<file path="src/rtl/uart_tx_port_if.sv">
// CPU console bus seen by the UART transmitter: address, write strobe and data,
// plus the combinational read-back data returned to the CPU.
interface uart_tx_port_if;
   logic [15:0] address;
   logic        write_en;
   logic [7:0]  data_in;
   logic [7:0]  data_out;

   modport master (output address, output write_en, output data_in, input data_out);
   modport slave  (input address, input write_en, input data_in, output data_out);
endinterface

</file>
<file path="src/rtl/uart_tx_port.sv">
// Memory-mapped console UART transmitter: FIFO-buffered CPU byte writes shifted out
// as LSB-first serial frames. Define UART_PARITY_EN to add an even-parity bit.
module uart_tx_port #(
   parameter logic [15:0] BASE_ADDR    = 16'hF010,
   parameter int          FIFO_DEPTH   = 4,
   parameter int          CLKS_PER_BIT = 16
) (
   input  logic           clock,
   input  logic           reset,
   uart_tx_port_if.slave  bus,
   output logic           tx,
   output logic           irq_empty
);

   localparam int PTR_W  = $clog2(FIFO_DEPTH);
   localparam int CNT_W  = $clog2(FIFO_DEPTH + 1);
   localparam int BAUD_W = $clog2(CLKS_PER_BIT);

   localparam logic [15:0]       STAT_ADDR = BASE_ADDR + 16'd1;
   localparam logic [PTR_W-1:0]  PTR_ONE   = PTR_W'(1);
   localparam logic [CNT_W-1:0]  CNT_ONE   = CNT_W'(1);
   localparam logic [CNT_W-1:0]  CNT_FULL  = CNT_W'(FIFO_DEPTH);
   localparam logic [BAUD_W-1:0] BAUD_ONE  = BAUD_W'(1);
   localparam logic [BAUD_W-1:0] BAUD_LAST = BAUD_W'(CLKS_PER_BIT - 1);

   localparam logic [2:0] IDLE   = 3'd0;
   localparam logic [2:0] START  = 3'd1;
   localparam logic [2:0] DATA   = 3'd2;
   localparam logic [2:0] STOP   = 3'd3;
`ifdef UART_PARITY_EN
   localparam logic [2:0] PARITY = 3'd4;
   localparam logic       PAR_FLAG = 1'b1;
`else
   localparam logic       PAR_FLAG = 1'b0;
`endif

   logic [7:0]        fifo_mem [FIFO_DEPTH];
   logic [PTR_W-1:0]  wr_ptr_q, rd_ptr_q;
   logic [CNT_W-1:0]  count_q;
   logic              overflow_q;

   logic [2:0]        state_q, state_d;
   logic [BAUD_W-1:0] baud_q, baud_d;
   logic [2:0]        bit_q, bit_d;
   logic [7:0]        shift_q, shift_d;
   logic              tx_d;
`ifdef UART_PARITY_EN
   logic              parity_q;
`endif

   logic full, empty, busy, baud_end;
   logic push_req, push_ok, pop, clear_ovf;

   assign full     = (count_q == CNT_FULL);
   assign empty    = (count_q == '0);
   assign busy     = (state_q != IDLE);
   assign baud_end = (baud_q == BAUD_LAST);

   assign push_req  = bus.write_en && (bus.address == BASE_ADDR);
   assign push_ok   = push_req && (!full || pop);
   assign clear_ovf = bus.write_en && (bus.address == STAT_ADDR) && bus.data_in[3];

   assign bus.data_out = (!bus.write_en && (bus.address == STAT_ADDR))
                       ? {3'b000, PAR_FLAG, overflow_q, empty, full, busy} : 8'h00;
   assign irq_empty = empty && !busy;

   // NOTE: every always_comb output gets a default first so no path leaves it unassigned (no latch).
   always_comb begin
      state_d = state_q;
      baud_d  = '0;
      bit_d   = bit_q;
      shift_d = shift_q;
      pop     = 1'b0;
      if (state_q != IDLE)
         baud_d = baud_end ? '0 : baud_q + BAUD_ONE;
      case (state_q)
         IDLE: begin
            if (!empty) begin
               pop     = 1'b1;
               shift_d = fifo_mem[rd_ptr_q];
               state_d = START;
            end
         end
         START: begin
            if (baud_end) begin
               state_d = DATA;
               bit_d   = 3'd0;
            end
         end
         DATA: begin
            if (baud_end) begin
               if (bit_q == 3'd7) begin
`ifdef UART_PARITY_EN
                  state_d = PARITY;
`else
                  state_d = STOP;
`endif
               end else begin
                  bit_d   = bit_q + 3'd1;
                  shift_d = shift_q >> 1;
               end
            end
         end
`ifdef UART_PARITY_EN
         PARITY: begin
            if (baud_end)
               state_d = STOP;
         end
`endif
         STOP: begin
            if (baud_end) begin
               // Chain straight into the next start bit when more data is queued.
               if (!empty) begin
                  pop     = 1'b1;
                  shift_d = fifo_mem[rd_ptr_q];
                  state_d = START;
               end else begin
                  state_d = IDLE;
               end
            end
         end
         default: state_d = IDLE;
      endcase
   end

   // tx is registered from the next state so the line changes on the same edge as the FSM.
   always_comb begin
      tx_d = 1'b1;
      case (state_d)
         START:   tx_d = 1'b0;
         DATA:    tx_d = shift_d[0];
`ifdef UART_PARITY_EN
         PARITY:  tx_d = parity_q;
`endif
         default: tx_d = 1'b1;
      endcase
   end

   // NOTE: sequential state uses non-blocking assignments so all registers update from pre-edge values.
   always_ff @(posedge clock or negedge reset) begin
      if (!reset) begin
         state_q    <= IDLE;
         baud_q     <= '0;
         bit_q      <= 3'd0;
         shift_q    <= 8'h00;
         tx         <= 1'b1;
         wr_ptr_q   <= '0;
         rd_ptr_q   <= '0;
         count_q    <= '0;
         overflow_q <= 1'b0;
      end else begin
         state_q <= state_d;
         baud_q  <= baud_d;
         bit_q   <= bit_d;
         shift_q <= shift_d;
         tx      <= tx_d;
         if (push_ok)
            wr_ptr_q <= wr_ptr_q + PTR_ONE;
         if (pop)
            rd_ptr_q <= rd_ptr_q + PTR_ONE;
         case ({push_ok, pop})
            2'b10:   count_q <= count_q + CNT_ONE;
            2'b01:   count_q <= count_q - CNT_ONE;
            default: count_q <= count_q;
         endcase
         if (push_req && !push_ok)
            overflow_q <= 1'b1;
         else if (clear_ovf)
            overflow_q <= 1'b0;
      end
   end

`ifdef UART_PARITY_EN
   always_ff @(posedge clock or negedge reset) begin
      if (!reset)
         parity_q <= 1'b0;
      else if (pop)
         parity_q <= ^fifo_mem[rd_ptr_q];
   end
`endif

   // NOTE: FIFO storage has no reset; the pointers and count alone define which entries are valid.
   always_ff @(posedge clock) begin
      if (push_ok)
         fifo_mem[wr_ptr_q] <= bus.data_in;
   end

endmodule

</file>
<file path="src/flat_wrapper.sv">
// flat-port wrapper written by rule: the top's interface ports become plain ports
module uart_tx_port_flat 
#(
   parameter logic [15:0] BASE_ADDR    = 16'hF010,
   parameter int          FIFO_DEPTH   = 4,
   parameter int          CLKS_PER_BIT = 16
)
  (clock, reset, tx, irq_empty, bus_address, bus_write_en, bus_data_in, bus_data_out);
  uart_tx_port_if bus_i ();
  input  logic clock;
  input  logic reset;
  output logic tx;
  output logic irq_empty;
  input wire logic [$bits(bus_i.address)-1:0] bus_address;
  input wire logic [$bits(bus_i.write_en)-1:0] bus_write_en;
  input wire logic [$bits(bus_i.data_in)-1:0] bus_data_in;
  output wire logic [$bits(bus_i.data_out)-1:0] bus_data_out;
  assign bus_i.address = bus_address;
  assign bus_i.write_en = bus_write_en;
  assign bus_i.data_in = bus_data_in;
  assign bus_data_out = bus_i.data_out;
  uart_tx_port #(.BASE_ADDR(BASE_ADDR), .FIFO_DEPTH(FIFO_DEPTH), .CLKS_PER_BIT(CLKS_PER_BIT)) u_core (.clock(clock), .reset(reset), .bus(bus_i), .tx(tx), .irq_empty(irq_empty));
endmodule
</file>
<file path="config.mk">
export PLATFORM = sky130hd
export DESIGN_NAME = uart_tx_port_flat
export DESIGN_NICKNAME = d
export VERILOG_FILES = /design/src/rtl/uart_tx_port_if.sv /design/src/rtl/uart_tx_port.sv /design/src/flat_wrapper.sv
export SDC_FILE = /design/constraint.sdc
export NUM_CORES = 1
export LEC_CHECK = 0
export ABC_AREA = 0
export BUFFER_PORTS_ARGS = -buffer_cell sky130_fd_sc_hd__buf_4
export CAP_MARGIN = 10
export CORE_MARGIN = 5
export CORE_UTILIZATION = 45
export CTS_CLUSTER_SIZE = 8
export DETAILED_ROUTE_END_ITERATION = 16
export MAX_ROUTING_LAYER = met4
export PLACE_DENSITY = 0.67
export SLEW_MARGIN = 0
export SYNTH_ARGS = -nofsm -noshare
export SYNTH_HDL_FRONTEND = slang
export SYNTH_SLANG_ARGS = --single-unit
</file>
<file path="constraint.sdc">
create_clock -name clock -period 3.2 [get_ports clock]
set_clock_uncertainty 0.2 [all_clocks]
set_input_delay 0.16 -clock clock [delete_from_list [all_inputs] [get_ports clock]]
set_output_delay 0.16 -clock clock [all_outputs]
set_load 0.01 [all_outputs]
</file>
# Word-level counts from Yosys, hierarchy flattened
# Memory sizes are Yosys's and may differ from the RTL's.
# Index checks and enable logic that the tools add are counted.
# word_totals
output_inout_bits,10
romBits,0
latch_bits,0
wordCells,82
mem_count,1
ram_bits,32
regBits,27
input_bits,27
# op_classes
reduce_logical,21
n_mux,28
eq_ne,16
multipliers,0
order_cmp,0
div_mod_pow,0
addsub,6
shift,0
n_bitwise,0
# mem_list
memory,depth,word_bits,read_ports,rd_clocked_by_memory_dff,wr,line_no,text
u_core.fifo_mem,4,8,1,0,1,uart_tx_port.sv:37,logic [7:0] fifo_mem [FIFO_DEPTH];
# ops
cell,n
16-bit equality test (second input constant),2
8-bit 2-to-1 mux,4
3-bit 2-to-1 mux,8
8-bit one-hot mux with 3 select lines,1
4-bit 2-to-1 mux,3
3-bit one-hot mux with 2 select lines,2
3-bit one-hot mux with 4 select lines,1
3-bit by 2-bit equality test with 1-bit output (second input constant),3
4-bit AND reduction,2
1-bit logical AND,7
1-bit 2-to-1 mux,7
3-bit by 1-bit adder with 3-bit output (second input constant),2
3-bit by 1-bit equality test with 1-bit output (second input constant),2
3-bit equality test (second input constant),2
3-bit logical NOT,2
2-bit by 1-bit != test with 1-bit output (second input constant),3
2-bit nonzero test,3
3-bit nonzero test,2
2-bit by 1-bit adder with 2-bit output (second input constant),2
4-bit by 1-bit adder with 4-bit output (second input constant),1
4-bit equality test (second input constant),1
1-bit logical NOT,4
1-bit one-hot mux with 2 select lines,2
3-bit by 1-bit subtractor with 3-bit output (second input constant),1
4 further kinds,4

# Depth between registers and ports, before layout
# depth
depth_word,9
mapped_depth,12
ltp_nobuf,11

# Worst setup path after synthesis
# Ideal clock, no wire load.
# synth_timing
kind,register to register
start,register u_core.baud_q[0]
end,register u_core.count_q[2]
synth_period_minus_slack_ns,2.590
stages_incl_launch_ff,12
required_time_ns,2.921
n_path_buf,0
arrival_time_ns,2.311
setup_slack_ns,0.610
setup_time_ns,0.079
cell_sequence,dfrtp_1 -> ha_1 -> and4_4 -> a311oi_4 -> nor4_4 -> inv_1 -> ha_1 -> inv_1 -> fa_1 -> xor2_1 -> nor2_1 -> xor2_1
# synth_between
elab_chain_cells,7
word_cells_on_any_way,9
cone_classes,eq/ne: 3; mux: 3; reduce/logical: 3
# synth_lines
item,line_no,text
start: declaration,uart_tx_port.sv:43,"logic [BAUD_W-1:0] baud_q, baud_d;"
start signal: assignment,uart_tx_port.sv:153,baud_q <= baud_d;
4-bit equality test *,uart_tx_port.sv:57,assign baud_end = (baud_q == BAUD_LAST);
1-bit 2-to-1 mux *,uart_tx_port.sv:111,if (baud_end) begin
1-bit one-hot mux with 2 select lines *,uart_tx_port.sv:76,case (state_q)
1-bit logical OR,uart_tx_port.sv:60,assign push_ok = push_req && (!full || pop);
1-bit logical AND,uart_tx_port.sv:60,
2-bit by 1-bit equality test with 1-bit output / 2-bit equality test (equally long branches),uart_tx_port.sv:161,"case ({push_ok, pop})"
3-bit one-hot mux with 2 select lines / 2-bit nonzero test (equally long branches),n/a,
end signal: assignment,uart_tx_port.sv:162,2'b10: count_q <= count_q + CNT_ONE;
end signal: assignment,uart_tx_port.sv:163,2'b01: count_q <= count_q - CNT_ONE;
end signal: assignment,uart_tx_port.sv:164,default: count_q <= count_q;
end: declaration,uart_tx_port.sv:39,logic [CNT_W-1:0] count_q;
# Mark *: on every way between the ends. The rest lies on a longest branch, timed or not.
# A chain may end at the register's enable or synchronous reset.

# Final worst setup path
# Same ends and word-level chain as after synthesis.

==> flow_metrics.env <==
export IMPL_outcome="finished, final reports clean"
export IMPL_yosys_top_cells_area="edfxtp_1, dfrtp_1, mux4_2"
export IMPL_rsz0062_at_grt="false"
export IMPL_start_kind="register"
export IMPL_irDropWorstVdd_v=0.000447
export IMPL_post_route_util=0.552
export IMPL_gp_congestion=0.776
export IMPL_rr_worst_depth=11
export IMPL_async_flop_share=0.458
export IMPL_p_total_mw=2.30
export IMPL_fin_crit_sh=0.870
export IMPL_die_h_um=89.8
export IMPL_worstSetupPathType="reg -> reg"
export IMPL_drt_iter0_markers=81
export IMPL_port_buffers=32
export IMPL_report_final_hold_viol_count=0
export IMPL_wl_per_cell_um=15.5
export IMPL_path_cells="ha_1 -> and4_4 -> a311oi_4 -> nor4_4 -> inv_1 -> ha_1 -> inv_1 -> fa_1 -> xor2_1 -> nor2_1 -> xor2_1"
export IMPL_dp_hpwl_um=4030
export IMPL_grt_pass1_vias=1968
export IMPL_cp_top_family="adder cells"
export IMPL_ys_ff_latch=59
export IMPL_clock_latency_ns=0.34
export IMPL_yosysWarnings=0
export IMPL_min_to="u_core.wr_ptr_q[0]$_DFFE_PN0P_"
export IMPL_finalSetupTns_ns=0
export IMPL_maxSlewHeadroom=0.620
export IMPL_grt_overflow=0
export IMPL_dp_cells=328
export IMPL_period_needed_ns=2.78
export IMPL_fillers=550
export IMPL_rows=29
export IMPL_critPathSlowestCell="dfrtp_1"
export IMPL_cts_tree="built"
export IMPL_min_path_cells=4
export IMPL_die_width_um=89.8
export IMPL_ioPinCount=37
export IMPL_critical_path_buf_inv_count=2
export IMPL_final_common_cell="buf_4"
export IMPL_timing_rr_start="u_core.baud_q[0]$_DFF_PN0_"
export IMPL_dr_total_vias=1894
export IMPL_cts_sinks=59
export IMPL_critical_path_depth=11
export IMPL_finalMaxSlewViolations=0
export IMPL_finalSetupViolations=0
export IMPL_final_area_um2=3460
export IMPL_ys_flop_type="edfxtp_1"
export IMPL_syn_to_final_growth_pct=20.9
export IMPL_grt_pass1_wl_um=9620
export IMPL_register_area_um2=1640
export IMPL_cts_buffer_depth=2
export IMPL_dr_pass1_iters=6
export IMPL_synth_area_um2=2870
export IMPL_critical_path_required_ns=3.26
export IMPL_wl_um=5500
export IMPL_cp_max_fo=7
export IMPL_worst_pin_slew_ns=0.568
export IMPL_drc=0
export IMPL_drive_above_1_share=0.227
export IMPL_core_area_um2=6280
export IMPL_stdcell_count=354
export IMPL_syn_area_per_cell_um2=12.8
export IMPL_cts_made_buffers=9
export IMPL_grt_max_degree=28
export IMPL_rr_endpoint="u_core.count_q[2]$_DFFE_PN0P_"
export IMPL_yosysSeqAreaShare=0.572
export IMPL_initial_core_util=0.456
export IMPL_dieArea_um2=8060
export IMPL_cp_data_arrival_time_ns=2.85
export IMPL_track_usage=0.155
export IMPL_hold_start="bus_write_en"
export IMPL_reg2reg_slack_ns=0.42
export IMPL_grt_antenna_before_repair=0
export IMPL_maxCapViolCount=0
export IMPL_dpl_instance_area_um2=3170
export IMPL_final_antenna_net_count=0
export IMPL_synth_area_leader_cell="edfxtp_1"
export IMPL_cts_root_buf="clkbuf_8"
export IMPL_p_leak_nw=1.37
export IMPL_powerDensity_nw_per_um2=665
export IMPL_cts_setup_buffers=0
export IMPL_clock_fmax_ghz=0.359
export IMPL_synth_edf_count=32
export IMPL_synthCells=223
export IMPL_end_kind="register"
export IMPL_slowest_delay_ns=0.40
export IMPL_avgViaCountPerCell=5.35
export IMPL_finalNetCount=308
export IMPL_clkSlewWorstSetupHoldPaths_ns=0.07
export IMPL_antenna_cells=0
export IMPL_cts_htree_levels=3
export IMPL_hp_class="in -> reg"
export IMPL_yosys_area_top_type_share=0.335
export IMPL_layout_common_cells="buf_4, edfxtp_1, dfrtp_1"
export IMPL_multi_input_area_um2=1140
export IMPL_synth_distinct_cells=54
## registers in the layout (all words and copies together) (netlist names)
signal             count
u_core.baud_q          4
u_core.rd_ptr_q        2
u_core.shift_q         8
u_core.wr_ptr_q        2
u_core.count_q         3
u_core.bit_q           3
u_core.overflow_q      1
u_core.fifo_mem       32
u_core.tx              1
u_core.state_q         3
## synthesized netlist by cell type, drive strengths merged, types with 2 or more instances
master and count:
buf 7, o21ai 11, and2 5, mux2i 3, or3 2, a2bb2oi 5
nor2 16, dfrtp 26, nand2 16, nor4bb 2, clkbuf 3, mux4 8
a22o 2, and4 4, a21oi 8, ha 8, xnor2 6, edfxtp 32
a22oi 2, nor4 4, inv 10, nand4 2, xor2 3, nand3 9
nor3 3, nor2b 5
## stage by stage
stage | setup slack [ns] | hold slack, ns
after detailed placement | 0.435 | -0.101
after global placement | 0.508 | -0.0992
after global routing | 0.215 | 0.0617
final | 0.417 | 0.0592
after floorplan | 0.610 | -0.336
after CTS | 0.412 | 0.0455
## logic make-up (layout without fill, tap and decap cells)
| group | Yosys count | after routing | synth area share |
|---|---|---|---|
| simple gates | 74 | 74 | 0.145 |
| flops | 59 | 59 | 0.572 |
| compound gates | 39 | 39 | 0.0983 |
| buf+inv | 20 | 70 | 0.0354 |
| mux | 12 | 12 | 0.0786 |
| fa+ha+maj | 9 | 9 | 0.0419 |
| xor+xnor | 9 | 9 | 0.0275 |
| other cells | 1 | 5 | 0.00131 |
## layout make-up
cell class | count | area share
Tap cell | 77 | 0.0278
Inverter | 10 | 0.0108
Clock inverter | 5 | 0.0184
Multi-Input combinational cell | 148 | 0.329
Sequential cell | 59 | 0.473
Clock buffer | 11 | 0.0379
Timing Repair Buffer | 44 | 0.103
## tightest hold or removal path: stages
cell and delay, ns:
buf_4 0.12, nand2_1 0.09, nor4_4 0.07, xnor2_1 0.12
## worst max path at each step
stage | end | startpoint | slack, ns
6_report | u_core.count_q[2]$_DFFE_PN0P_ | u_core.baud_q[0]$_DFF_PN0_ | 0.42
3_3_place_gp | u_core.count_q[2]$_DFFE_PN0P_ | u_core.baud_q[0]$_DFF_PN0_ | 0.51
3_5_place_dp | u_core.count_q[2]$_DFFE_PN0P_ | u_core.baud_q[0]$_DFF_PN0_ | 0.43
4_1_cts | u_core.count_q[2]$_DFFE_PN0P_ | u_core.baud_q[0]$_DFF_PN0_ | 0.41
5_1_grt | u_core.count_q[2]$_DFFE_PN0P_ | u_core.baud_q[0]$_DFF_PN0_ | 0.21
2_1_floorplan | u_core.count_q[2]$_DFFE_PN0P_ | u_core.baud_q[0]$_DFF_PN0_ | 0.61
## power by group
part / switching, mW / internal (mW) / leakage (nW) / total [mW]
combinational: 0.277 / 0.315 / 0.660 / 0.593
clock: 0.295 / 0.364 / 0.0937 / 0.659
sequential: 0.142 / 0.910 / 0.620 / 1.05
total: 0.714 / 1.59 / 1.37 / 2.30
## timing repair
action,CTS,global route
gates resized for setup,0,0
hold endpoints to repair,62,0
hold buffers,10,0
## metal layers
layer | track usage | up-vias | routed length, µm
li1 | - | 921 | -
met3 | 0.0559 | 12 | 215
met4 | 0.0504 | 0 | 80
met1 | 0.188 | 929 | 2340
met2 | 0.240 | 32 | 2870
met5 | - | - | 0
(Power assumes the default switching activity.)
